`src/rtl/mem_stage.sv`:
```
// MIPS MEM stage. Holds the EX/MEM pipeline register, decodes loads and stores,
// detects address exceptions, runs the req/ready data-memory handshake with a
// timeout, and sign/zero-extends load data for writeback.
module mem_stage #(
    parameter int          TIMEOUT    = 16,
    parameter logic [31:0] ADDR_LIMIT = 32'h0000_3000
) (
    input  logic        clk,
    input  logic        reset,
    input  logic        flush,
    input  logic [31:0] Instr_EX,
    input  logic [31:0] PC_EX,
    input  logic [31:0] ALUout_EX,
    input  logic [31:0] RtData_EX,
    input  logic [4:0]  RegA3_EX,
    input  logic        Overflow_EX,
    input  logic [4:0]  ExcCode_EX,
    output logic        busy_MEM,
    output logic [31:0] Instr_MEM,
    output logic [31:0] PC_MEM,
    output logic [31:0] ALUout_MEM,
    output logic [4:0]  RegA3_MEM,
    output logic [31:0] MemOut_MEM,
    output logic [4:0]  ExcCode_MEM,
    output logic [31:0] BadVAddr_MEM,
    output logic        mem_req,
    output logic [31:0] mem_addr,
    output logic [3:0]  mem_be,
    output logic [31:0] mem_wdata,
    input  logic [31:0] mem_rdata,
    input  logic        mem_ready
);

    localparam logic [5:0] OP_LW  = 6'h23;
    localparam logic [5:0] OP_LH  = 6'h21;
    localparam logic [5:0] OP_LHU = 6'h25;
    localparam logic [5:0] OP_LB  = 6'h20;
    localparam logic [5:0] OP_LBU = 6'h24;
    localparam logic [5:0] OP_SW  = 6'h2B;
    localparam logic [5:0] OP_SH  = 6'h29;
    localparam logic [5:0] OP_SB  = 6'h28;

    localparam logic [4:0] EXC_ADEL = 5'd4;
    localparam logic [4:0] EXC_ADES = 5'd5;
    localparam logic [4:0] EXC_BUS  = 5'd7;

    localparam int               CNT_W    = $clog2(TIMEOUT);
    localparam logic [CNT_W-1:0] CNT_LAST = CNT_W'(TIMEOUT - 1);

    typedef enum logic [1:0] {S_IDLE, S_ACCESS, S_FAULT} state_t;

    function automatic logic is_load(input logic [5:0] op);
        return op inside {OP_LW, OP_LH, OP_LHU, OP_LB, OP_LBU};
    endfunction

    function automatic logic is_store(input logic [5:0] op);
        return op inside {OP_SW, OP_SH, OP_SB};
    endfunction

    // Exception code for one instruction: an incoming code passes unchanged,
    // otherwise a bad load/store address yields AdEL/AdES.
    function automatic logic [4:0] exc_code(input logic [31:0] instr,
                                            input logic [31:0] addr,
                                            input logic        ovf,
                                            input logic [4:0]  exc_in);
        logic [5:0] op;
        logic       misaligned;
        op = instr[31:26];
        case (op)
            OP_LW, OP_SW:         misaligned = (addr[1:0] != 2'b00);
            OP_LH, OP_LHU, OP_SH: misaligned = addr[0];
            default:              misaligned = 1'b0;
        endcase
        if (exc_in != 5'd0)
            return exc_in;
        if (!(is_load(op) || is_store(op)))
            return 5'd0;
        if (misaligned || ovf || (addr >= ADDR_LIMIT))
            return is_load(op) ? EXC_ADEL : EXC_ADES;
        return 5'd0;
    endfunction

    state_t             r_state;
    state_t             w_state_next;
    logic [CNT_W-1:0]   r_cnt;
    logic [CNT_W-1:0]   w_cnt_next;
    logic [31:0]        r_instr, r_pc, r_alu, r_rt;
    logic [4:0]         r_a3, r_exc_in;
    logic               r_ovf;
    logic [5:0]         w_op;
    logic [4:0]         w_exc;
    logic               w_ex_start;
    logic [7:0]         w_rd_byte;
    logic [15:0]        w_rd_half;

    assign w_op       = r_instr[31:26];
    assign w_exc      = exc_code(r_instr, r_alu, r_ovf, r_exc_in);
    assign w_ex_start = (is_load(Instr_EX[31:26]) || is_store(Instr_EX[31:26])) &&
                        (exc_code(Instr_EX, ALUout_EX, Overflow_EX, ExcCode_EX) == 5'd0);

    assign Instr_MEM  = r_instr;
    assign PC_MEM     = r_pc;
    assign ALUout_MEM = r_alu;
    assign RegA3_MEM  = r_a3;

    // State register and ACCESS wait counter
    // NOTE: sequential state uses non-blocking assignments so every register
    // samples pre-edge values regardless of block evaluation order.
    always_ff @(posedge clk or posedge reset) begin
        if (reset) begin
            r_state <= S_IDLE;
            r_cnt   <= '0;
        end else begin
            r_state <= w_state_next;
            r_cnt   <= w_cnt_next;
        end
    end

    // Next state: start an access when a clean load/store enters, time out on a stuck memory
    // NOTE: every output gets a default first so no path leaves it unassigned (no latch).
    always_comb begin
        w_state_next = r_state;
        w_cnt_next   = r_cnt;
        if (flush) begin
            w_state_next = S_IDLE;
            w_cnt_next   = '0;
        end else begin
            case (r_state)
                S_ACCESS: begin
                    if (mem_ready) begin
                        w_state_next = w_ex_start ? S_ACCESS : S_IDLE;
                        w_cnt_next   = '0;
                    end else if (r_cnt == CNT_LAST) begin
                        w_state_next = S_FAULT;
                        w_cnt_next   = '0;
                    end else begin
                        w_cnt_next = r_cnt + CNT_W'(1);
                    end
                end
                default: begin
                    w_state_next = w_ex_start ? S_ACCESS : S_IDLE;
                    w_cnt_next   = '0;
                end
            endcase
        end
    end

    // EX/MEM pipeline register: flush makes a bubble, stall holds, otherwise load
    always_ff @(posedge clk or posedge reset) begin
        if (reset) begin
            r_instr  <= '0;
            r_pc     <= '0;
            r_alu    <= '0;
            r_rt     <= '0;
            r_a3     <= '0;
            r_ovf    <= 1'b0;
            r_exc_in <= '0;
        end else if (flush) begin
            r_instr  <= '0;
            r_pc     <= '0;
            r_alu    <= '0;
            r_rt     <= '0;
            r_a3     <= '0;
            r_ovf    <= 1'b0;
            r_exc_in <= '0;
        end else if (!busy_MEM) begin
            r_instr  <= Instr_EX;
            r_pc     <= PC_EX;
            r_alu    <= ALUout_EX;
            r_rt     <= RtData_EX;
            r_a3     <= RegA3_EX;
            r_ovf    <= Overflow_EX;
            r_exc_in <= ExcCode_EX;
        end
    end

    // Memory port, store lanes, load extension and exception reporting
    always_comb begin
        mem_req      = (r_state == S_ACCESS);
        busy_MEM     = mem_req && !mem_ready;
        mem_addr     = {r_alu[31:2], 2'b00};
        mem_be       = 4'b0000;
        mem_wdata    = 32'h0;
        MemOut_MEM   = 32'h0;
        ExcCode_MEM  = (r_state == S_FAULT) ? EXC_BUS : w_exc;
        BadVAddr_MEM = 32'h0;
        w_rd_byte    = mem_rdata[{r_alu[1:0], 3'b000} +: 8];
        w_rd_half    = r_alu[1] ? mem_rdata[31:16] : mem_rdata[15:0];

        case (w_op)
            OP_SW:   mem_wdata = r_rt;
            OP_SH:   mem_wdata = {2{r_rt[15:0]}};
            OP_SB:   mem_wdata = {4{r_rt[7:0]}};
            default: mem_wdata = 32'h0;
        endcase

        // A flushed cycle must never present write enables to the memory.
        if (mem_req && !flush) begin
            case (w_op)
                OP_SW:   mem_be = 4'b1111;
                OP_SH:   mem_be = r_alu[1] ? 4'b1100 : 4'b0011;
                OP_SB:   mem_be = 4'b0001 << r_alu[1:0];
                default: mem_be = 4'b0000;
            endcase
        end

        if (mem_req && mem_ready) begin
            case (w_op)
                OP_LW:   MemOut_MEM = mem_rdata;
                OP_LH:   MemOut_MEM = {{16{w_rd_half[15]}}, w_rd_half};
                OP_LHU:  MemOut_MEM = {16'h0, w_rd_half};
                OP_LB:   MemOut_MEM = {{24{w_rd_byte[7]}}, w_rd_byte};
                OP_LBU:  MemOut_MEM = {24'h0, w_rd_byte};
                default: MemOut_MEM = 32'h0;
            endcase
        end

        if (ExcCode_MEM inside {EXC_ADEL, EXC_ADES, EXC_BUS})
            BadVAddr_MEM = r_alu;
    end

endmodule

```
`config.mk`:
```
export PLATFORM = sky130hd
export DESIGN_NAME = mem_stage
export DESIGN_NICKNAME = d
export VERILOG_FILES = /design/src/rtl/mem_stage.sv
export SDC_FILE = /design/constraint.sdc
export NUM_CORES = 1
export LEC_CHECK = 0
export ABC_AREA = 1
export BUFFER_PORTS_ARGS = -buffer_cell sky130_fd_sc_hd__buf_2
export CORE_AREA = 2 2 161 163
export CTS_CLUSTER_SIZE = 16
export DETAILED_ROUTE_END_ITERATION = 12
export DIE_AREA = 0 0 163 165
export PLACE_DENSITY_LB_ADDON = 0.15
export SYNTH_ARGS = -nofsm -noshare
export SYNTH_HDL_FRONTEND = slang
export SYNTH_SLANG_ARGS = --single-unit
```
`constraint.sdc`:
```
create_clock -name clk -period 7.8 [get_ports clk]
set_input_delay 1.17 -clock clk [delete_from_list [all_inputs] [get_ports clk]]
set_output_delay 1.17 -clock clk [all_outputs]
set_load 0.01 [all_outputs]
```
==> results of run 1 <==
## synthesized netlist by cell type, drive strengths merged
master  number  area share, %
a22o        65            7.7
a21oi       10           0.68
nor4         3           0.25
conb         1          0.051
nand3b       2           0.37
nand2      132            6.7
inv        145            7.4
o22ai       27            2.3
nand3       15            1.3
nor2        93            5.6
a31oi        2           0.37
buf         46            4.6
nand4        5           0.42
nor3        15            1.0
o221ai      15            1.8
o21ai      103            7.1
o211ai       2           0.27
a221oi       8           0.95
xor2         1           0.12
ha           1           0.17
dfrtp      145             49
clkbuf      33            1.7
## registers in the layout (all words and copies together), names as in the netlist
signal	flops
r_ovf	1
ALUout_MEM	32
r_state	2
PC_MEM	32
RegA3_MEM	5
r_cnt	4
r_exc_in	5
Instr_MEM	32
r_rt	32
## per-layer routing
metal	part of all wire (%)	wire (um)	vias up	track usage (%)
li1	-	-	3560	-
met1	40	11110	3433	23.63
met2	51	14390	293	36.77
met3	7.4	2083	26	5.650
met4	1.4	378	4	5.310
met5	0.11	30	-	0
## stage by stage
stage / setup WS, ps / cell area [um2] / cells / hold slack [ps]
finish: 3385 / 9996 / 1570 / 472.7
global route: 3087 / 9996 / 1570 / 493.6
CTS: 3315 / 9996 / 1570 / 471.2
detailed placement: 3778 / 9452 / 1538 / 458.9
global placement: 3775 / 9452 / 1538 / 454.9
floorplan: 2735 / 7393 / 870 / 431.2
## critical path, stage by stage, from the launching register on
cell and delay [ps]:
dfrtp_1 410, inv_1 90, nand2_1 170, nor2_4 210, nand2_1 450, nand2_1 180
nand2_1 80, nand2_1 90, nand3_1 100, nand3_2 100, nand3_4 430, nor2_1 320
buf_2 180
## power breakdown
part	internal (mW)	total (mW)	leakage (nW)	switching (mW)
Combinational	0.0960	0.242	3.60	0.146
Clock	0.421	0.765	0.269	0.344
Sequential	0.789	0.816	1.88	0.0269
Total	1.31	1.82	5.75	0.516
## how the worst max path moves through the flow
stage	startpoint	end	slack, ps	cells past startpoint
global placement	Instr_MEM[30]	BadVAddr_MEM[11]	3780	12
floorplan	reset	ALUout_MEM[0]	2740	1
global route	ALUout_MEM[1]	MemOut_MEM[17]	3090	10
CTS	Instr_MEM[30]	BadVAddr_MEM[11]	3310	12
detailed placement	Instr_MEM[30]	BadVAddr_MEM[11]	3780	12
finish	Instr_MEM[30]	BadVAddr_MEM[12]	3390	12
## kinds of logic (layout without fill, tap and decap cells)
| family | count (synthesis) | count (layout) | synth area share, % |
|---|---|---|---|
| xor gates and xnor gates | 1 | 1 | 0.1185 |
| buffers and inverters | 224 | 594 | 13.71 |
| other | 1 | 2 | 0.05075 |
| AOI/OAI and AO/OA | 232 | 232 | 21.11 |
| and+or+nand+nor | 265 | 265 | 15.73 |
| adders and majority gates | 1 | 1 | 0.1693 |
| DFF | 145 | 145 | 49.10 |
## layout make-up
class	instances	area, um2
flip-flops and latches	145	3628
fillers	2663	15040
clock buffers	19	442.9
multi-input cells	501	2756
repair buffers	417	2100
well taps	330	412.9
inverters	145	554.3
clock inverters	13	101.3
==> results.yml, run 1 <==
timing:
  worstMarginPinSlew_ps: 1108
  rsz0062_at_grt: "no"
  max_freq_ghz: 0.2265
  finalSetupViolCount: 0
  clock_skew_ps: 8.616
  hold_viol_final: 0
  min_period_over_period_pct: 56.60
  drv_slew: 0
  slew-limit-headroom_pct: 26.12
  timing.setup.tns_ps: 0
  layout_min_cycle_time_ps: 4415
floorplan:
  die_y_um: 165
  io_pins: 415
  core_area_mm2: 0.02504
  floorplan.initialDensity_pct: 29.52
  dieWidth_um: 163
  die_area_mm2: 0.02690
  fp-row-count: 58
placed_design:
  gp_congestion: 0.8428
  dp_hpwl_um: 21090
  portBuffers: 412
clock_tree:
  post_cts_buffers: 0
  cts.htree.levels: 4
  cts_sinks: 145
  cts_hold_buf: 0
  cts_tree: "built"
  insertion_delay_ps: 420
  clk_pin_slew_ps: 60
  cts_resized: 0
  clk_path_buf_depth: 2
  cts_buffers: 17
  ctsRootBufferMaster: "clkbuf_16"
route:
  wl_um: 27990
  drt-initial-drc-count: 416
  drc: 0
  routedWlPerCell_um: 17.83
  drt_pass1_iterations: 5
  num_vias: 7316
  vias_per_cell: 4.660
  ant_nets: 0
layout:
  diodes: 0
  area.growth.synth_to_final_pct: 35.27
  final_core_util_pct: 39.93
  nets: 1403
  final_cell_mix: "412 x buf_2, 145 x dfrtp_1, 140 x inv_1, 131 x nand2_1, 96 x o21ai_0"
  layout-drive-gt1-share_pct: 38.71
  mostFrequentLayoutCell: "buf_2"
critical_path:
  rrSetupSlack_ps: 4790
  worst_ep_arrival_time_ps: 3240
  worstSetupEndpointType: "output port"
  cp-start-kind: "register"
  r2r_end: "Instr_MEM[18]"
  cp.required_ps: 6630
  crit_fanout: 32
  rr_worst_depth: 7
  path_class: "register to output port"
  worstReg2RegStart: "r_state[0]"
power:
  ir_worst_vdd_mv: 0.1232
  power_density_mw_per_mm2: 182.3
  power_mw: 1.822
  power.leakage_nw: 5.747
hold_path:
  min_path_cells: 1
  hp-class: "register to register"
  holdPathEnd: "r_cnt[0]"
  holdCritStartpoint: "r_cnt[0]"
synthesis:
  seq_area_frac_synth_pct: 49.10
  synth-seq-cells: 145
  ys_warn_count: 0
  syn-cell-area_mm2: 0.007390
  synthCells: 869
  yosysUniqueCellTypes: 36
  syn-mean-instance-area_um2: 8.504
global_route:
  grt_pass1_vias: 7286
  grt_first_pass_wirelength_um: 41550
  overflow: 0
  grt_usage_pct: 20.31
  antenna_found_initial: 3
  grt_max_degree: 97
job:
  cap_viol_max_count: 0
run_status:
  status: "finished clean"
Power figures use the tool's default switching activity.
==> run 2, diff against run 1 <==
==> constraint.sdc (replaced) <==
create_clock -name clk -period 4.32 [get_ports clk]
set_input_delay 0.648 -clock clk [delete_from_list [all_inputs] [get_ports clk]]
set_output_delay 0.648 -clock clk [all_outputs]
set_load 0.01 [all_outputs]
==> results.yml, run 2 (synthesized netlist as in run 1, its figures left out) <==
run_status:
  status: "finished clean"
timing:
  layout_min_cycle_time_ps: 3850
  hold_viol_final: 0
  slew-limit-headroom_pct: 42.92
  clock_skew_ps: 16.67
  finalSetupViolCount: 0
  min_period_over_period_pct: 89.12
  worst_slack_ps: 469.8
  drv_slew: 0
  worstMarginPinSlew_ps: 856.2
  max_freq_ghz: 0.2597
  rsz0062_at_grt: "no"
  timing.setup.tns_ps: 0
clock_tree:
  clk_pin_slew_ps: 70
  ctsRootBufferMaster: "clkbuf_16"
  cts_hold_buf: 0
  cts_sinks: 145
  cts_buffers: 17
  cts.htree.levels: 4
  cts_resized: 0
  insertion_delay_ps: 430
  post_cts_buffers: 0
  clk_path_buf_depth: 2
  cts_tree: "built"
route:
  wl_um: 28390
  drt_pass1_iterations: 5
  drc: 0
  drt-initial-drc-count: 396
  num_vias: 7410
  vias_per_cell: 4.702
  ant_nets: 0
  routedWlPerCell_um: 18.01
critical_path:
  rr_worst_depth: 6
  cp_cell_sequence: "inv_1, nand2_1, o21ai_2, o21ai_2, nor2_2, a31oi_4, o21ai_0, nand2_1, inv_1, buf_2"
  cp-start-kind: "register"
  crit_fanout: 22
  rrSetupSlack_ps: 2320
  path_buf_inv: 3
  path_class: "register to output port"
  worst_ep_arrival_time_ps: 3200
  worstReg2RegStart: "r_state[1]"
  cpPeakStageDelay_ps: 730
  worstSetupEndpointType: "output port"
  critical_path.top_delay_family: "compound AO/OA/AOI/OAI gates"
  r2r_end: "r_cnt[0]"
  cp.required_ps: 3670
  critPathSlowestCell: "dfrtp_1"
global_route:
  overflow: 0
  grt_usage_pct: 20.67
  antenna_found_initial: 6
  grt_max_degree: 146
  grt_first_pass_wirelength_um: 42280
  grt_pass1_vias: 7326
layout:
  layout-drive-gt1-share_pct: 38.99
  nets: 1407
  fillers: 2647
  final_cell_area_mm2: 0.01010
  final_cell_mix: "412 x buf_2, 145 x dfrtp_1, 140 x inv_1, 131 x nand2_1, 96 x o21ai_0"
  mostFrequentLayoutCell: "buf_2"
  area.growth.synth_to_final_pct: 36.71
placed_design:
  post-place-ws_ps: 954.8
  portBuffers: 412
  placed_area_mm2: 0.009505
  gp_congestion: 0.8362
  dp_hpwl_um: 21270
floorplan:
  die_y_um: 165
  die_area_mm2: 0.02690
  floorplan.initialDensity_pct: 29.52
  io_pins: 415
  dieWidth_um: 163
  fp-row-count: 58
  core_area_mm2: 0.02504
job:
  cap_viol_max_count: 0
power:
  power_density_mw_per_mm2: 338.8
  power_mw: 3.423
  power.leakage_nw: 5.788
  ir_worst_vdd_mv: 0.1863
hold_path:
  hp-class: "input pin to asynchronous set/reset pin"
[run 2: how the worst max path moves through the flow]
stage                        startpoint               end  slack [ps]  cells past startpoint
after floorplan                   reset     ALUout_MEM[0]        1850                      1
after global placement    Instr_MEM[30]  BadVAddr_MEM[13]        1140                     10
after detailed placement  ALUout_MEM[1]    MemOut_MEM[26]         950                     10
after CTS                 ALUout_MEM[1]    MemOut_MEM[26]         470                     10
after global routing      ALUout_MEM[1]    MemOut_MEM[27]         100                     10
final                     ALUout_MEM[1]    MemOut_MEM[26]         470                     10
[run 2: cell type report]
| cell class | count | area, um2 | area share (%) |
|---|---|---|---|
| Antenna cell | 2 | 5.005 | 0.04954 |
| Sequential cell | 145 | 3628 | 35.92 |
| Clock buffer | 17 | 425.4 | 4.211 |
| Tap cell | 330 | 412.9 | 4.087 |
| Multi-Input combinational cell | 501 | 2756 | 27.29 |
| Clock inverter | 15 | 166.4 | 1.647 |
| Inverter | 145 | 553.0 | 5.474 |
| Timing Repair Buffer | 421 | 2155 | 21.33 |
[run 2: layer usage]
layer | track usage (%) | vias up | part of all wire [%]
met5 | 0 | - | 0.16
met4 | 6.637 | 6 | 1.9
met3 | 5.650 | 37 | 7.1
met2 | 35.54 | 285 | 50
met1 | 25.18 | 3516 | 41
li1 | - | 3566 | -
[run 2: worst register-to-register path: stages, from the launching register on]
cell	delay [ps]
dfrtp_1	370
nor2_1	230
nand2_1	180
nor2_4	130
buf_4	630
nand2_1	230
nor2_1	150
[run 2: stage by stage]
step	util, %	hold WS [ps]	std cells
4_1_cts	40.33	400.7	1574
3_3_place_gp	37.97	454.3	1542
3_5_place_dp	37.97	450.9	1542
6_report	40.35	388.6	1576
2_1_floorplan	-	431.2	870
5_1_grt	40.35	413.1	1576
[run 2: power by group]
group | total [mW] | switching, mW | internal, mW
combinational | 0.440 | 0.263 | 0.177
clock | 1.51 | 0.686 | 0.825
sequential | 1.47 | 0.0483 | 1.42
total | 3.42 | 0.998 | 2.42
